[src/rtl/bcd2bin.sv]
// -----------------------------------------------------------------------------
// bcd2bin - sequential 5-digit BCD to 16-bit binary converter.
//
// This module performs reverse double-dabble and produces one result bit per
// clock. A 37-bit work register {bcd[19:0], acc[16:0]} is shifted right 17
// times. After each shift, every BCD digit that is 8 or more is reduced by 3.
// When the shifts finish, acc holds the binary value. The value can reach
// 99999, so acc[16] is reported as overflow.
//
// Ports:
//   clk      in   1   rising-edge clock
//   reset_n  in   1   asynchronous active-low reset
//   start    in   1   conversion request, sampled only when not busy
//   bcd_in   in  20   packed BCD, digit 4 in [19:16] ... digit 0 in [3:0]
//   busy     out  1   conversion in progress (SHIFT state)
//   done     out  1   one-cycle pulse, results valid from this cycle on
//   bin_out  out 16   low 16 bits of the converted value (held until next done)
//   ovf      out  1   converted value exceeds 65535 (held until next done)
//   err      out  1   invalid BCD digit seen (held until next done)
//
// Optional feature:
//   BCD2BIN_DIGIT_CHECK_EN - When this macro is defined, a request that
//   contains a digit greater than 9 skips the shift phase. The result is
//   reported one cycle later with err=1, bin_out=0 and ovf=0. When the macro
//   is undefined, err is tied low and invalid digits pass through the normal
//   algorithm.
// -----------------------------------------------------------------------------
module bcd2bin (
    input  logic        clk,
    input  logic        reset_n,
    input  logic        start,
    input  logic [19:0] bcd_in,
    output logic        busy,
    output logic        done,
    output logic [15:0] bin_out,
    output logic        ovf,
    output logic        err
);

    typedef enum logic [1:0] {
        IDLE  = 2'd0,
        SHIFT = 2'd1,
        DONE  = 2'd2
    } state_t;

    // The counter value that marks the 17th (last) shift.
    localparam logic [4:0] LAST_ITER = 5'd16;

    state_t      state;
    state_t      state_nxt;
    logic [36:0] work;
    logic [36:0] work_nxt;
    logic [36:0] shifted;
    logic [4:0]  cnt;
    logic [4:0]  cnt_nxt;
    logic [15:0] bin_nxt;
    logic        ovf_nxt;
    logic        bad_digit;
    // The LSB of the work register is always shifted out and never read.
    logic        unused_lsb;

    assign unused_lsb = work[0];

`ifdef BCD2BIN_DIGIT_CHECK_EN
    logic err_q;
    logic err_nxt;

    always_comb begin
        bad_digit = 1'b0;
        for (int d = 0; d < 5; d++) begin
            if (bcd_in[4*d +: 4] > 4'd9) begin
                bad_digit = 1'b1;
            end
        end
    end

    assign err = err_q;
`else
    assign bad_digit = 1'b0;
    assign err       = 1'b0;
`endif

    // One iteration: shift right, then correct every digit that is 8 or more.
    // A corrected digit is always at least 5, so the 4-bit subtract never wraps
    // in practice.
    always_comb begin
        shifted = {1'b0, work[36:1]};
        for (int d = 0; d < 5; d++) begin
            if (shifted[17 + 4*d +: 4] >= 4'd8) begin
                shifted[17 + 4*d +: 4] = shifted[17 + 4*d +: 4] - 4'd3;
            end
        end
    end

    // NOTE: every signal is given a default before the case statement, so no
    // path can leave a signal unassigned and infer a latch.
    always_comb begin
        state_nxt = state;
        work_nxt  = work;
        cnt_nxt   = cnt;
        bin_nxt   = bin_out;
        ovf_nxt   = ovf;
`ifdef BCD2BIN_DIGIT_CHECK_EN
        err_nxt   = err_q;
`endif
        case (state)
            // A start request is accepted from DONE as well as IDLE, so two
            // conversions can run back to back without an idle cycle.
            IDLE, DONE: begin
                if (start) begin
                    work_nxt = {bcd_in, 17'd0};
                    cnt_nxt  = '0;
                    if (bad_digit) begin
                        state_nxt = DONE;
                        bin_nxt   = '0;
                        ovf_nxt   = 1'b0;
`ifdef BCD2BIN_DIGIT_CHECK_EN
                        err_nxt   = 1'b1;
`endif
                    end else begin
                        state_nxt = SHIFT;
                    end
                end else begin
                    state_nxt = IDLE;
                end
            end
            SHIFT: begin
                work_nxt = shifted;
                if (cnt == LAST_ITER) begin
                    // The result comes straight from the last shift, so it is
                    // registered on the same edge that enters DONE.
                    state_nxt = DONE;
                    bin_nxt   = shifted[15:0];
                    ovf_nxt   = shifted[16];
`ifdef BCD2BIN_DIGIT_CHECK_EN
                    err_nxt   = 1'b0;
`endif
                end else begin
                    cnt_nxt = cnt + 5'd1;
                end
            end
            default: begin
                state_nxt = IDLE;
            end
        endcase
    end

    // NOTE: sequential state is updated only with non-blocking assignments.
    // All flops read the values from before the edge, so the result does not
    // depend on the order in which the blocks are evaluated.
    always_ff @(posedge clk or negedge reset_n) begin
        if (!reset_n) begin
            state   <= IDLE;
            work    <= '0;
            cnt     <= '0;
            bin_out <= '0;
            ovf     <= 1'b0;
        end else begin
            state   <= state_nxt;
            work    <= work_nxt;
            cnt     <= cnt_nxt;
            bin_out <= bin_nxt;
            ovf     <= ovf_nxt;
        end
    end

`ifdef BCD2BIN_DIGIT_CHECK_EN
    always_ff @(posedge clk or negedge reset_n) begin
        if (!reset_n) begin
            err_q <= 1'b0;
        end else begin
            err_q <= err_nxt;
        end
    end
`endif

    assign busy = (state == SHIFT);
    assign done = (state == DONE);

endmodule

[config.mk]
export PLATFORM = sky130hd
export DESIGN_NAME = bcd2bin
export DESIGN_NICKNAME = d
export VERILOG_FILES = /design/src/rtl/bcd2bin.sv
export SDC_FILE = /design/constraint.sdc
export NUM_CORES = 1
export LEC_CHECK = 0
export BUFFER_PORTS_ARGS = -buffer_cell sky130_fd_sc_hd__buf_2
export CORE_ASPECT_RATIO = 0.7
export CORE_UTILIZATION = 33
export DETAILED_ROUTE_END_ITERATION = 10
export PLACE_DENSITY_LB_ADDON = 0.08
export SYNTH_ARGS = -nofsm -noshare
export SYNTH_HDL_FRONTEND = slang
export SYNTH_SLANG_ARGS = --single-unit
[constraint.sdc]
create_clock -name clk -period 2.1 [get_ports clk]
set_input_delay 0.21 -clock clk [delete_from_list [all_inputs] [get_ports clk]]
set_output_delay 0.21 -clock clk [all_outputs]
set_load 0.01 [all_outputs]
# Word level (Yosys, flattened, before mapping)
# Index checks and enable logic that the tools add are counted.
# W data, S select, Z words.
op_classes:
  addsub: 5
  magnitude_cmp: 4
  eq_ne: 6
  n_mux: 12
  reduce_logical: 6
ops:
  columns: ["op", "count"]
  rows:
  - ["$pmux W37 S2", 1]
  - ["$mux W37", 1]
  - ["$ge A4 B4 Y1 const B", 4]
  - ["$mux W4", 4]
  - ["$sub A4 B2 Y4 const B", 4]
  - ["$mux W5", 2]
  - ["$pmux W5 S2", 1]
  - ["$add A5 B1 Y5 const B", 1]
  - ["$eq A5 B5 Y1 const B", 1]
  - ["$ne A2 B2 Y1 const B", 2]
  - ["$pmux W2 S2", 1]
  - ["$reduce_and A2 Y1", 2]
  - ["$reduce_and A3 Y1", 1]
  - ["$eq A2 B1 Y1 const B", 1]
  - ["$eq A2 B2 Y1 const B", 1]
  - ["$logic_not A2 Y1", 1]
  - ["$mux W2", 1]
  - ["$ne A2 B1 Y1 const B", 1]
  - ["$reduce_bool A2 Y1", 1]
  - ["$reduce_or A2 Y1", 1]
  - ["$mux W1", 1]
word_totals:
  reg_bits: 61
  output_inout_bits: 20

# Longest topological paths before layout
# Gate-level depths: netlist of run 1.
logic_depth:
  word_depth: 4
  ltp_mapped: 7
  depth_no_buf: 5

# Worst setup path before layout of run 1
# No wires, ideal clock.
synth_timing:
  path_type: "flip-flop to flip-flop"
  startpoint: "register cnt[0]"
  endpoint: "register bin_out[10]"
  setup_time_ns: 0.125
  arrival_time_ns: 1.564
  t_required_ns: 1.975
  setup_slack_ns: 0.411
  stages_incl_launch_ff: 8
  n_path_buf: 2
  period_less_slack_ns: 1.689
  cell_sequence: "dfrtp_1 inv_1 ha_1 nand3b_1 or3_1 buf_6 buf_6 mux2_4"
synth_via:
  elab_chain_cells: 2
synth_rtl:
  columns: ["item", "line", "rtl"]
  rows:
  - ["from (decl)", "54", "logic [4:0] cnt;"]
  - ["from (signal assigned)", "161", "cnt <= cnt_nxt;"]
  - ["$eq A5 B5 Y1", "129", "if (cnt == LAST_ITER) begin"]
  - ["$reduce_and A2 Y1 (no source line)", null, null]
  - ["to (signal assigned)", "162", "bin_out <= bin_nxt;"]
  - ["to (decl)", "35", "output logic [15:0] bin_out,"]
# No other way between the ends.
# A chain may end at the register's enable or synchronous reset.

# Final worst setup path of run 1
layout_timing:
  startpoint: "register state[1]"
  endpoint: "output port busy"
layout_via:
  elab_chain_cells: 1
layout_rtl:
  columns: ["item", "line", "rtl"]
  rows:
  - ["from (decl)", "49", "state_t state;"]
  - ["from (signal assigned)", "159", "state <= state_nxt;"]
  - ["$eq A2 B1 Y1", "177", "assign busy = (state == SHIFT);"]
  - ["to (decl)", "33", "output logic busy,"]
# No other way between the ends.

==> metrics.md, run 1 <==
| Metric | Value |
|---|---|
| Outcome | `finished clean` |
| Worst Hold Launch | `bcd_in[10]` |
| CTS clock-pin slew for the worst setup and hold paths | `around 0.050 ns` |
| Final Hold Vio Count | `0` |
| Top cell type's share of synthesized area | `a little over half` |
| I/O Buffers | `41` |
| Ys Warns | `0` |
| Width of the die | `~110 µm` |
| Tcrit/Tclk final | `~84%` |
| Syn Std Cell Area | `0.002738 mm²` |
| Initial Util | `34.48%` |
| Final net count | `between 300 and 400` |
| Grt ovf | `0` |
| Sequential fraction of the synthesis area | `~55%` |
| Worst path cell trace | `nand2b_1 -> inv_1 -> buf_4 -> buf_2` |
| Leakage | `around 1.7 nW` |
| Register bit total from synthesis | `60` |
| Routed WL per cell | `14.52 µm` |
| Arr. time, crit path | `between 1.5 and 2 ns` |
| First-pass GRT wire length | `around 9600 µm` |
| Cell variety after synth | `31` |
| Post-Syn Instances | `236` |
| Yosys top cell by area | `dfrtp_1` |
| Area contributors post-synth | `dfrtp_1 55%, a22o_1 5.4%, mux2_4 4.9%` |
| Die ar. | `0.008670 mm²` |
| RSZ-0062 raised after global routing | `no` |
| Worst-Skew Late Latency | `roughly 0.32 ns` |
| HPWL Detailed | `3642 µm` |
| Layout cell share with drive strength beyond 1 | `29.17%` |
| CTS Root Cell | `clkbuf_16` |
| Power per Cell Area | `1591 mW/mm²` |
| Tot Pwr | `between 5 and 6 mW` |
| Critical path peak fanout | `27` |
| Die H | `between 70 and 80 µm` |
| CP Data Required Time | `about 1.9 ns` |
| Most common cell after layout, fill and taps aside | `dfrtp_1` |
| Max-cap violations | `0` |
| Number of setup buffers added after CTS | `0` |
| Gr usage total | `approximately 14%` |
| CP startpoint | `state[1]` |
| TritonCTS clock tree | `done` |
| # clock sinks | `60` |
| Worst setup EP type | `primary output` |
| Drt first-iter violations | `roughly 110` |
| Final min period | `between 1.5 and 2 ns` |
| Routed WL | `~5600 µm` |
| Initial antenna violation count | `0` |
| Rel. slew slack | `between 60% and 70%` |
| Inserted Clock Buffers | `9` |
| Largest net degree at the start of global routing | `30` |
| Slew at the pin closest to its max-slew limit | `0.5536 ns` |
| Avg Cell Area, Syn | `11.60 µm²` |
| First-pass DRT Iterations | `4` |
| Core ar. | `a little under 0.008 mm²` |
| Drc violations | `0` |
| Most frequent cells in the layout | `60 x dfrtp_1, 41 x buf_2, 34 x nand2_1` |
| Via count | `about 1900` |
| TNS Setup | `0 ns` |
| Clock Skew | `~0.0066 ns` |
| Max-slew violations | `0` |
| Vias in the first global route | `about 1900` |
| Deepest clock path buffer count | `2` |
| Hold Crit Class | `input port to flop` |
| R2r setup slk | `about 0.38 ns` |
| Area growth syn-to-layout | `23.35%` |
| H-tree depth | `3` |
| Syn_nets | `about 270` |
| Hold-fix buffers, CTS | `1` |
| Max Freq | `approximately 0.57 GHz` |
| Slowest CP cell | `dfrtp_1` |
| Remaining antenna violation count | `0` |
| Site row count | `27` |
| RR Startpoint | `cnt[0]` |
| Filler cells | `around 750` |
| CP max stage delay | `0.37 ns` |
| Critical path type | `flop to primary output` |
| Vias/cell | `just under 5` |
| Gpl congestion | `between 0.6 and 0.7` |
| Worst IR drop on VDD | `0.6188 mV` |
| Antenna diode count | `0` |
| # resized after CTS | `0` |
| Worst Setup Start Kind | `flop` |
| Final setup viols | `0` |
| Ports | `between 40 and 50` |
[worst max-delay path, delay by kind of cell, from the launching register on]
family                 cells  cell delay, ns
and+or+nand+nor            1            0.17
DFF                        1            0.37
buffers and inverters      3            0.69
[report_power, final]
part	internal (mW)	switching [mW]	total, mW
Clock	0.936	0.490	1.43
Sequential	1.68	0.437	2.12
Combinational	0.958	0.871	1.83
Total	3.57	1.80	5.37
[flip-flops by register name, indices dropped and copies added (netlist names)]
name	flops
work	36
bin_out	16
cnt	5
state	2
ovf	1
[metal layers]
metal,up-vias,wire [µm],track usage [%]
li1,915,-,-
met1,945,2949,20.19
met2,30,2413,20.81
met3,5,247,4.788
met4,0,37,4.400
met5,-,0,0
[Yosys cell counts (all sizes together)]
| cell type | instances |
|---|---|
| dfrtp | 60 |
| nand2 | 34 |
| mux2 | 18 |
| a22o | 17 |
| nor2 | 13 |
| inv | 12 |
| a31oi | 11 |
| ha | 10 |
| clkbuf | 8 |
| buf | 6 |
| nor2b | 6 |
| mux2i | 5 |
| a311oi | 4 |
| o211a | 4 |
| o22ai | 4 |
| xnor2 | 4 |
| xor2 | 4 |
| nand3 | 3 |
| o211ai | 3 |
| nand2b | 2 |
| nand4 | 2 |
| a31o | 1 |
| and4b | 1 |
| conb | 1 |
| nand3b | 1 |
| o21ai | 1 |
| or3 | 1 |
[final timing paths]
path | endpoint | cells after the start
setup / recovery | busy | 4
hold / removal | work[27] | 3
setup reg to reg | bin_out[7] | 6
hold reg to reg | cnt[4] | 1
max in group asynchronous | bin_out[0] | 3
min in group asynchronous | work[27] | 2
[per-stage QoR]
stage                     instance area (µm²)  utilization (%)  cells  setup slack (ns)  hold WS [ns]
final                                    3377            42.54    389            0.3347        0.1071
after global routing                     3377            42.54    389            0.2159        0.1087
after CTS                                3377            42.54    389            0.3007        0.1000
after detailed placement                 3075            38.74    373            0.3967        0.2339
after global placement                   3075            38.74    373            0.4091        0.2356
after floorplan                          2738                -    236            0.4113      -0.08559
[logic make-up (layout without fill, tap and decap cells)]
kind of cell	after synthesis	in the layout	synth area share, %
other cells	1	1	0.1370
mux	23	23	10.47
simple gates	63	63	10.15
compound gates	45	45	12.93
xor+xnor	8	8	2.559
fa+ha+maj	10	10	4.570
flops	60	60	54.84
buf+inv	26	78	4.342
[layout make-up]
type | instances | area [µm²] | share of cell area, %
inverter | 12 | 45.04 | 1.334
tap | 101 | 126.4 | 3.742
clock inverter | 5 | 52.55 | 1.556
clock buffer | 10 | 239.0 | 7.077
timing repair buffer | 51 | 295.3 | 8.744
multi-input combinational | 150 | 1117 | 33.09
sequential | 60 | 1501 | 44.46
(Power assumes the default switching activity.)
==> run 2, diff against run 1 <==
Settings changed: ABC_AREA set to 1.
Clock period 2.1 ns to 1.7 ns, I/O delays scaled along.
==> run 2 against run 1 <==
Clock power increased by 17%. Global-route usage increased by 1.8 points. Clock-buffer cell count increased by 2. Final cell count increased by 20%. Power increased by 28%. Cell area increased by 0.89%. Via count increased by 14%. Routed wire length increased by 11%. Sequential share of layout area decreased by 0.39 points. Area after synthesis increased by 3.1%. Critical path type unchanged. Largest cell class unchanged.
==> metrics.md, run 2 <==
| Metric | Value |
|---|---|
| Outcome | `finished clean (unchanged)` |
| Inserted Clock Buffers | `9 (unchanged)` |
| Slowest CP cell | `dfrtp_1 (unchanged)` |
| First-pass GRT wire length | `10920 µm (was 9584 µm)` |
| Top cells by count, synth | `74 x nand2_1, 60 x dfrtp_1, 45 x inv_1 (was 60 x dfrtp_1, 34 x nand2_1, 17 x a22o_1)` |
| Post-synth EDFFs | `0 (unchanged)` |
| Die ar. | `0.008933 mm² (was 0.008670 mm²)` |
| TNS Setup | `0 ns (unchanged)` |
| Drc violations | `0 (unchanged)` |
| Initial antenna violation count | `0 (unchanged)` |
| Gr usage total | `16.13% (was 14.34%)` |
| Most frequent cells in the layout | `74 x nand2_1, 60 x dfrtp_1, 45 x inv_1 (was 60 x dfrtp_1, 41 x buf_2, 34 x nand2_1)` |
| Area contributors post-synth | `dfrtp_1 53%, nand2_1 9.8%, inv_1 6.0% (was dfrtp_1 55%, a22o_1 5.4%, mux2_4 4.9%)` |
| Remaining antenna violation count | `0 (unchanged)` |
| Power per Cell Area | `2014 mW/mm² (was 1591 mW/mm²)` |
| Max-cap violations | `0 (unchanged)` |
| RSZ-0062 raised after global routing | `no (unchanged)` |
| Largest net degree at the start of global routing | `61 (was 30)` |
| CTS clock-pin slew for the worst setup and hold paths | `0.05 ns (about the same)` |
| Tcrit/Tclk final | `between 90 and 100%` |
| Antenna diode count | `0 (unchanged)` |
| Ports | `43 (unchanged)` |
| Vias in the first global route | `2168 (was 1876)` |
| Yosys top cell by area | `dfrtp_1 (unchanged)` |
| Met3 GRT Util | `6.682% (was 4.788%)` |
| Largest regs | `work: 36 flops, bin_out: 16 flops, cnt: 5 flops (unchanged)` |
| HPWL Detailed | `4086 µm (was 3642 µm)` |
| Most flops, register | `work (unchanged)` |
| Syn_nets | `348 (was 269)` |
| Worst path bufs/invs | `2 (was 3)` |
| Hold Crit Class | `input port to flop (unchanged)` |
| Arr. time, crit path | `1.41 ns (was 1.56 ns)` |
| Max Freq | `0.6339 GHz` |
| Filler cells | `831 (was 754)` |
| Worst Setup Start Kind | `flop (unchanged)` |
| H-tree depth | `3 (unchanged)` |
| Max-slew violations | `0 (unchanged)` |
| Leakage | `1.732 nW (was 1.702 nW)` |
| Layout cell share with drive strength beyond 1 | `19.45% (was 29.17%)` |
| Count leader, synth | `nand2_1 (was dfrtp_1)` |
| Critical path type | `flop to primary output (unchanged)` |
| Worst IR drop on VDD | `0.7538 mV (was 0.6188 mV)` |
| Cell variety after synth | `25 (was 31)` |
| Post-Syn Instances | `315 (was 236)` |
| Hold Worst Slack | `0.06205 ns (was 0.1071 ns)` |
| Final setup viols | `0 (unchanged)` |
| Most common cell after layout, fill and taps aside | `nand2_1 (was dfrtp_1)` |
| Register bit total from synthesis | `60 (unchanged)` |
| Max reg flops | `36 (unchanged)` |
| Drt first-iter violations | `103 (was 114)` |
| Routed WL per cell | `13.47 µm (was 14.52 µm)` |
| Sequential fraction of the synthesis area | `53.19% (was 54.84%)` |
| CP max stage delay | `0.44 ns (was 0.37 ns)` |
| Die H | `79.38 µm (was 78.21 µm)` |
| CP Data Required Time | `1.53 ns (was 1.89 ns)` |
| CP top delay family | `buffers and inverters (unchanged)` |
| Final net count | `395 (was 317)` |
| Deepest clock path buffer count | `2 (unchanged)` |
| First-pass DRT Iterations | `5 (was 4)` |
| Top cell type's share of synthesized area | `53.19% (was 54.84%)` |
| CTS Root Cell | `clkbuf_16 (unchanged)` |
| Core ar. | `0.008074 mm² (was 0.007939 mm²)` |
| Ys flop type | `dfrtp_1 (unchanged)` |
| Grt ovf | `0 (unchanged)` |
| Worst-Skew Late Latency | `0.32 ns (about the same)` |
| I/O Buffers | `41 (unchanged)` |
| GRT Max-Usage Layer | `met1 (was met2)` |
| Via count | `2155 (was 1895)` |
| Met2 Use GR | `22.22% (was 20.81%)` |
| Vias/cell | `4.624 (was 4.871)` |
| Initial Util | `34.96% (was 34.48%)` |
| Async set or reset register ratio after synthesis | `100.0% (unchanged)` |
| Site row count | `27 (unchanged)` |
| Gpl congestion | `0.7392 (was 0.6823)` |
| Syn Std Cell Area | `0.002823 mm² (was 0.002738 mm²)` |
| Critical path peak fanout | `24 (was 27)` |
| Ys Warns | `0 (unchanged)` |
| Area growth syn-to-layout | `20.70% (was 23.35%)` |
| # clock sinks | `60 (unchanged)` |
| Avg Cell Area, Syn | `8.961 µm² (was 11.60 µm²)` |
| Clock Skew | `0.003347 ns (was 0.006609 ns)` |
| Width of the die | `112.5 µm (was 110.9 µm)` |
| Routed WL | `6277 µm (was 5648 µm)` |
| TritonCTS clock tree | `done (unchanged)` |
| Number of setup buffers added after CTS | `0 (unchanged)` |
| Worst setup EP type | `primary output (unchanged)` |
| Met1 Track Usage GR | `23.22% (was 20.19%)` |
| Final min period | `1.578 ns` |
| Worst path cell trace | `nor2_8 -> buf_4 -> buf_2 (was nand2b_1 -> inv_1 -> buf_4 -> buf_2)` |
| Final Hold Vio Count | `0 (unchanged)` |
-- run 2: area by class of cell --
type / count / area [µm²] / area share [%]
tap: 101 / 126.4 / 3.709
timing repair buffer: 49 / 280.3 / 8.226
inverter: 49 / 183.9 / 5.398
sequential: 60 / 1501 / 44.07
clock buffer: 12 / 266.5 / 7.822
clock inverter: 2 / 10.01 / 0.2938
multi-input combinational: 193 / 1039 / 30.48
-- run 2: tightest hold or removal path, delay by kind of cell --
kind          cells  cell delay [ns]
buf+inv           1             0.07
simple gates      2             0.10
-- run 2: power breakdown --
part           switching [mW]  internal [mW]
sequential              0.414           2.00
clock                   0.600           1.08
combinational            1.76           1.01
-- run 2: timing repair --
item / CTS / global route
hold endpoints to repair: 60 / 0
hold buffers: 1 / 0
gates resized for setup: 0 / 0
-- run 2: path summary, 6_finish.rpt --
path	from	end	slack, ns	cells after the start
worst max register to register	cnt[0]	bin_out[7]	0.24	9
min in group asynchronous	reset_n	work[26]	0.38	3
worst max-delay path	state[1]	busy	0.12	3
max in group asynchronous	reset_n	work[18]	1.03	3
worst min register to register	bin_out[4]	bin_out[4]	0.48	2
worst min-delay path	bcd_in[10]	work[27]	0.06	3
-- run 2: cell families after synthesis --
| kind of cell | count (synthesis) | share of synthesized area [%] |
|---|---|---|
| flip-flops | 60 | 53.19 |
| buffers and inverters | 62 | 10.02 |
| adder cells (fa/ha/maj) | 10 | 4.433 |
| AO/OA/AOI/OAI | 70 | 14.10 |
| AND/OR/NAND/NOR | 108 | 16.89 |
| other | 1 | 0.1329 |
| XOR/XNOR | 4 | 1.241 |
-- run 2: through the flow --
stage	cells	power (mW)	util (%)	setup slack [ns]	cell area (µm²)
final	466	6.862	42.20	0.1224	3407
after detailed placement	451	5.225	38.65	0.2388	3120
after floorplan	315	4.513	-	0.4468	2823
after global routing	466	7.521	42.20	0.01441	3407
after global placement	451	5.196	38.65	0.2926	3120
after CTS	466	6.967	42.20	0.08872	3407
-- run 2: routing by layer --
| metal | routed length, µm | part of all wire, % |
|---|---|---|
| met4 | 29 | 0.46 |
| met2 | 2498 | 40 |
| met3 | 262 | 4.2 |
| met5 | 0 | 0 |
| met1 | 3486 | 56 |
==> run 3, diff against run 2 <==
Settings changed: ABC_AREA 1 to unset.
Clock period 1.7 ns to 1.65 ns, I/O delays scaled along.
==> run 3 against run 2 <==
Worst hold slack gained 0.011 ns. Global-route usage decreased by 1.8 points. Highest routed layer unchanged. Routed wire length fell by 9.0%. Power grew 4.1%. Sequential share of layout area down 1.5 points. Die area down 2.9%. The run now ends with negative setup slack left. Critical path type is now flop to flop. Utilization increased by 2.2 points. Non-clock buffer count up 9. Via count is 12% lower. Clock-buffer cell count unchanged. Critical path depth rose by 3.
==> metrics.md, run 3 (synthesis gave the netlist of run 1 again) <==
| Metric | Value |
|---|---|
| Outcome | `complete, but fails checks (was finished clean)` |
| Failing checks | `negative setup slack` |
| HPWL Detailed | `3553 µm (was 4086 µm)` |
| Max reg flops | `36 (unchanged)` |
| CP Data Required Time | `1.85 ns (was 1.53 ns)` |
| Gr usage total | `14.32% (was 16.13%)` |
| Most flops, register | `work (unchanged)` |
| Most frequent cells in the layout | `60 x dfrtp_1, 41 x buf_2, 34 x nand2_1 (was 74 x nand2_1, 60 x dfrtp_1, 45 x inv_1)` |
| Final min period | `1.676 ns` |
| Hold Worst Slack | `0.07296 ns (was 0.06205 ns)` |
| First-pass GRT wire length | `9722 µm (was 10920 µm)` |
| Multi-input logic area | `0.001135 mm² (was 0.001039 mm²)` |
| Via count | `1895 (was 2155)` |
| Final Hold Vio Count | `0 (unchanged)` |
| Final setup viols | `15 (was 0)` |
| Ports | `43 (unchanged)` |
| Worst Setup Start Kind | `flop (unchanged)` |
| Die ar. | `0.008670 mm² (was 0.008933 mm²)` |
| TritonCTS clock tree | `done (unchanged)` |
| Critical path peak fanout | `4 (was 24)` |
| Drc violations | `0 (unchanged)` |
| Worst-Skew Late Latency | `0.32 ns (about the same)` |
| Routed WL | `5711 µm (was 6277 µm)` |
| Hold Crit Class | `input port to flop (unchanged)` |
| RSZ-0062 raised after global routing | `yes (was no)` |
| Filler cells | `745 (was 831)` |
| First-pass DRT Iterations | `4 (was 5)` |
| Clock Skew | `0.004785 ns (was 0.003347 ns)` |
| Finished Layout Cells | `397 (was 466)` |
| Remaining antenna violation count | `0 (unchanged)` |
| Leakage | `1.772 nW (was 1.732 nW)` |
| Dpl cells | `376 (was 451)` |
| Largest net degree at the start of global routing | `61 (unchanged)` |
| Minimum setup slack after placement | `-0.002840 ns (was 0.2388 ns)` |
| Width of the die | `110.9 µm (was 112.5 µm)` |
| Largest regs | `work: 36 flops, bin_out: 16 flops, cnt: 5 flops (unchanged)` |
| TNS Setup | `-0.1213 ns (was 0 ns)` |
| Worst setup EP type | `flop (was primary output)` |
| FF/Latch Area | `0.001501 mm² (unchanged)` |
| CTS clock-pin slew for the worst setup and hold paths | `0.05 ns (about the same)` |
| CTS Root Cell | `clkbuf_16 (unchanged)` |
| Initial Util | `34.48% (was 34.96%)` |
| Initial antenna violation count | `0 (unchanged)` |
| Core ar. | `0.007939 mm² (was 0.008074 mm²)` |
| Die H | `78.21 µm (was 79.38 µm)` |
| Slew at the pin closest to its max-slew limit | `0.5669 ns` |
| Vias/cell | `4.773 (was 4.624)` |
| Inserted Clock Buffers | `9 (unchanged)` |
| Tcrit/Tclk final | `101.6%` |
| Antenna diode count | `0 (unchanged)` |
| Final worst setup slack | `-0.02612 ns (was 0.1224 ns)` |
| Vias in the first global route | `1871 (was 2168)` |
| Most common cell after layout, fill and taps aside | `dfrtp_1 (was nand2_1)` |
| Power per Cell Area | `2026 mW/mm² (was 2014 mW/mm²)` |
| Post-layout instance area | `0.003526 mm² (was 0.003407 mm²)` |
| Site row count | `27 (unchanged)` |
| Drt first-iter violations | `63 (was 103)` |
| Layout cell share with drive strength beyond 1 | `31.76% (was 19.45%)` |
| Routed WL per cell | `14.39 µm (was 13.47 µm)` |
| Max-slew violations | `0 (unchanged)` |
| Rel. slew slack | `between 60% and 70%` |
| Area growth syn-to-layout | `28.79% (was 20.70%)` |
| Deepest clock path buffer count | `2 (unchanged)` |
| Worst IR drop on VDD | `0.7968 mV (was 0.7538 mV)` |
| Final net count | `324 (was 395)` |
| H-tree depth | `3 (unchanged)` |
| # clock sinks | `60 (unchanged)` |
| Critical path type | `flop to flop (was flop to primary output)` |
| Max Freq | `approximately 0.60 GHz` |
| Gpl congestion | `0.7458 (was 0.7392)` |
| Arr. time, crit path | `1.87 ns (was 1.41 ns)` |
| Tot Pwr | `7.145 mW (was 6.862 mW)` |
| Max-cap violations | `0 (unchanged)` |
| DP Area | `0.003110 mm² (was 0.003120 mm²)` |
| Grt ovf | `0 (unchanged)` |
| Core Util, Final | `44.41% (was 42.20%)` |
| R2r setup slk | `-0.03 ns (was 0.24 ns)` |
| I/O Buffers | `41 (unchanged)` |
-- run 3: changes by cell type in the layout (fill, tap and decap cells not counted), moves of 6 or more --
| cell | delta |
|---|---|
| nand2_1 | -40 |
| inv_1 | -35 |
| o21ai_1 | -22 |
| a22o_1 | +17 |
| o22ai_1 | -16 |
| nand3_1 | -14 |
| a31oi_1 | +11 |
| o21ai_0 | -11 |
| mux2_2 | +9 |
| mux2_4 | +9 |
| a21oi_1 | -7 |
| nor2b_1 | +6 |
-- run 3: path summary, 6_finish.rpt --
path / start / endpoint / cells past startpoint
worst max-delay path: cnt[1] / bin_out[15] / 6
worst max register to register: cnt[1] / bin_out[15] / 6
worst min-delay path: bcd_in[6] / work[23] / 3
min in group asynchronous: reset_n / bin_out[3] / 3
worst min register to register: bin_out[3] / bin_out[3] / 1
max in group asynchronous: reset_n / cnt[3] / 3
-- run 3: layout make-up --
cell class / count / area share, %
Clock inverter: 4 / 2.058
Multi-Input combinational cell: 150 / 32.19
Sequential cell: 60 / 42.58
Inverter: 12 / 1.278
Tap cell: 101 / 3.584
Clock buffer: 12 / 6.991
Timing Repair Buffer: 58 / 11.32
-- run 3: where the power goes --
| group | internal, mW | switching, mW |
|---|---|---|
| Sequential | 2.14 | 0.553 |
| Combinational | 1.32 | 1.15 |
| Clock | 1.36 | 0.620 |
| Total | 4.82 | 2.33 |
-- run 3: per-layer routing --
layer	up-vias	GRT usage [%]	wire (µm)	part of all wire (%)
met4	0	4.400	44	0.77
li1	932	-	-	-
met1	931	20.92	3069	54
met5	-	0	0	0
met2	28	20.00	2393	42
met3	4	4.479	203	3.6
-- run 3: critical path, cell delays in order, from the launching register on --
cell       delay (ns)
dfrtp_1          0.39
inv_2            0.08
ha_4             0.11
nand3b_1         0.11
or3_4            0.40
clkbuf_16        0.18
mux2_4           0.29
-- run 3: repair_timing --
action	CTS	global route
hold buffers	1	0
gates resized for setup	2	4
hold endpoints to repair	60	0
cloned	0	2
setup buffers	0	2
setup endpoints to repair	10	29
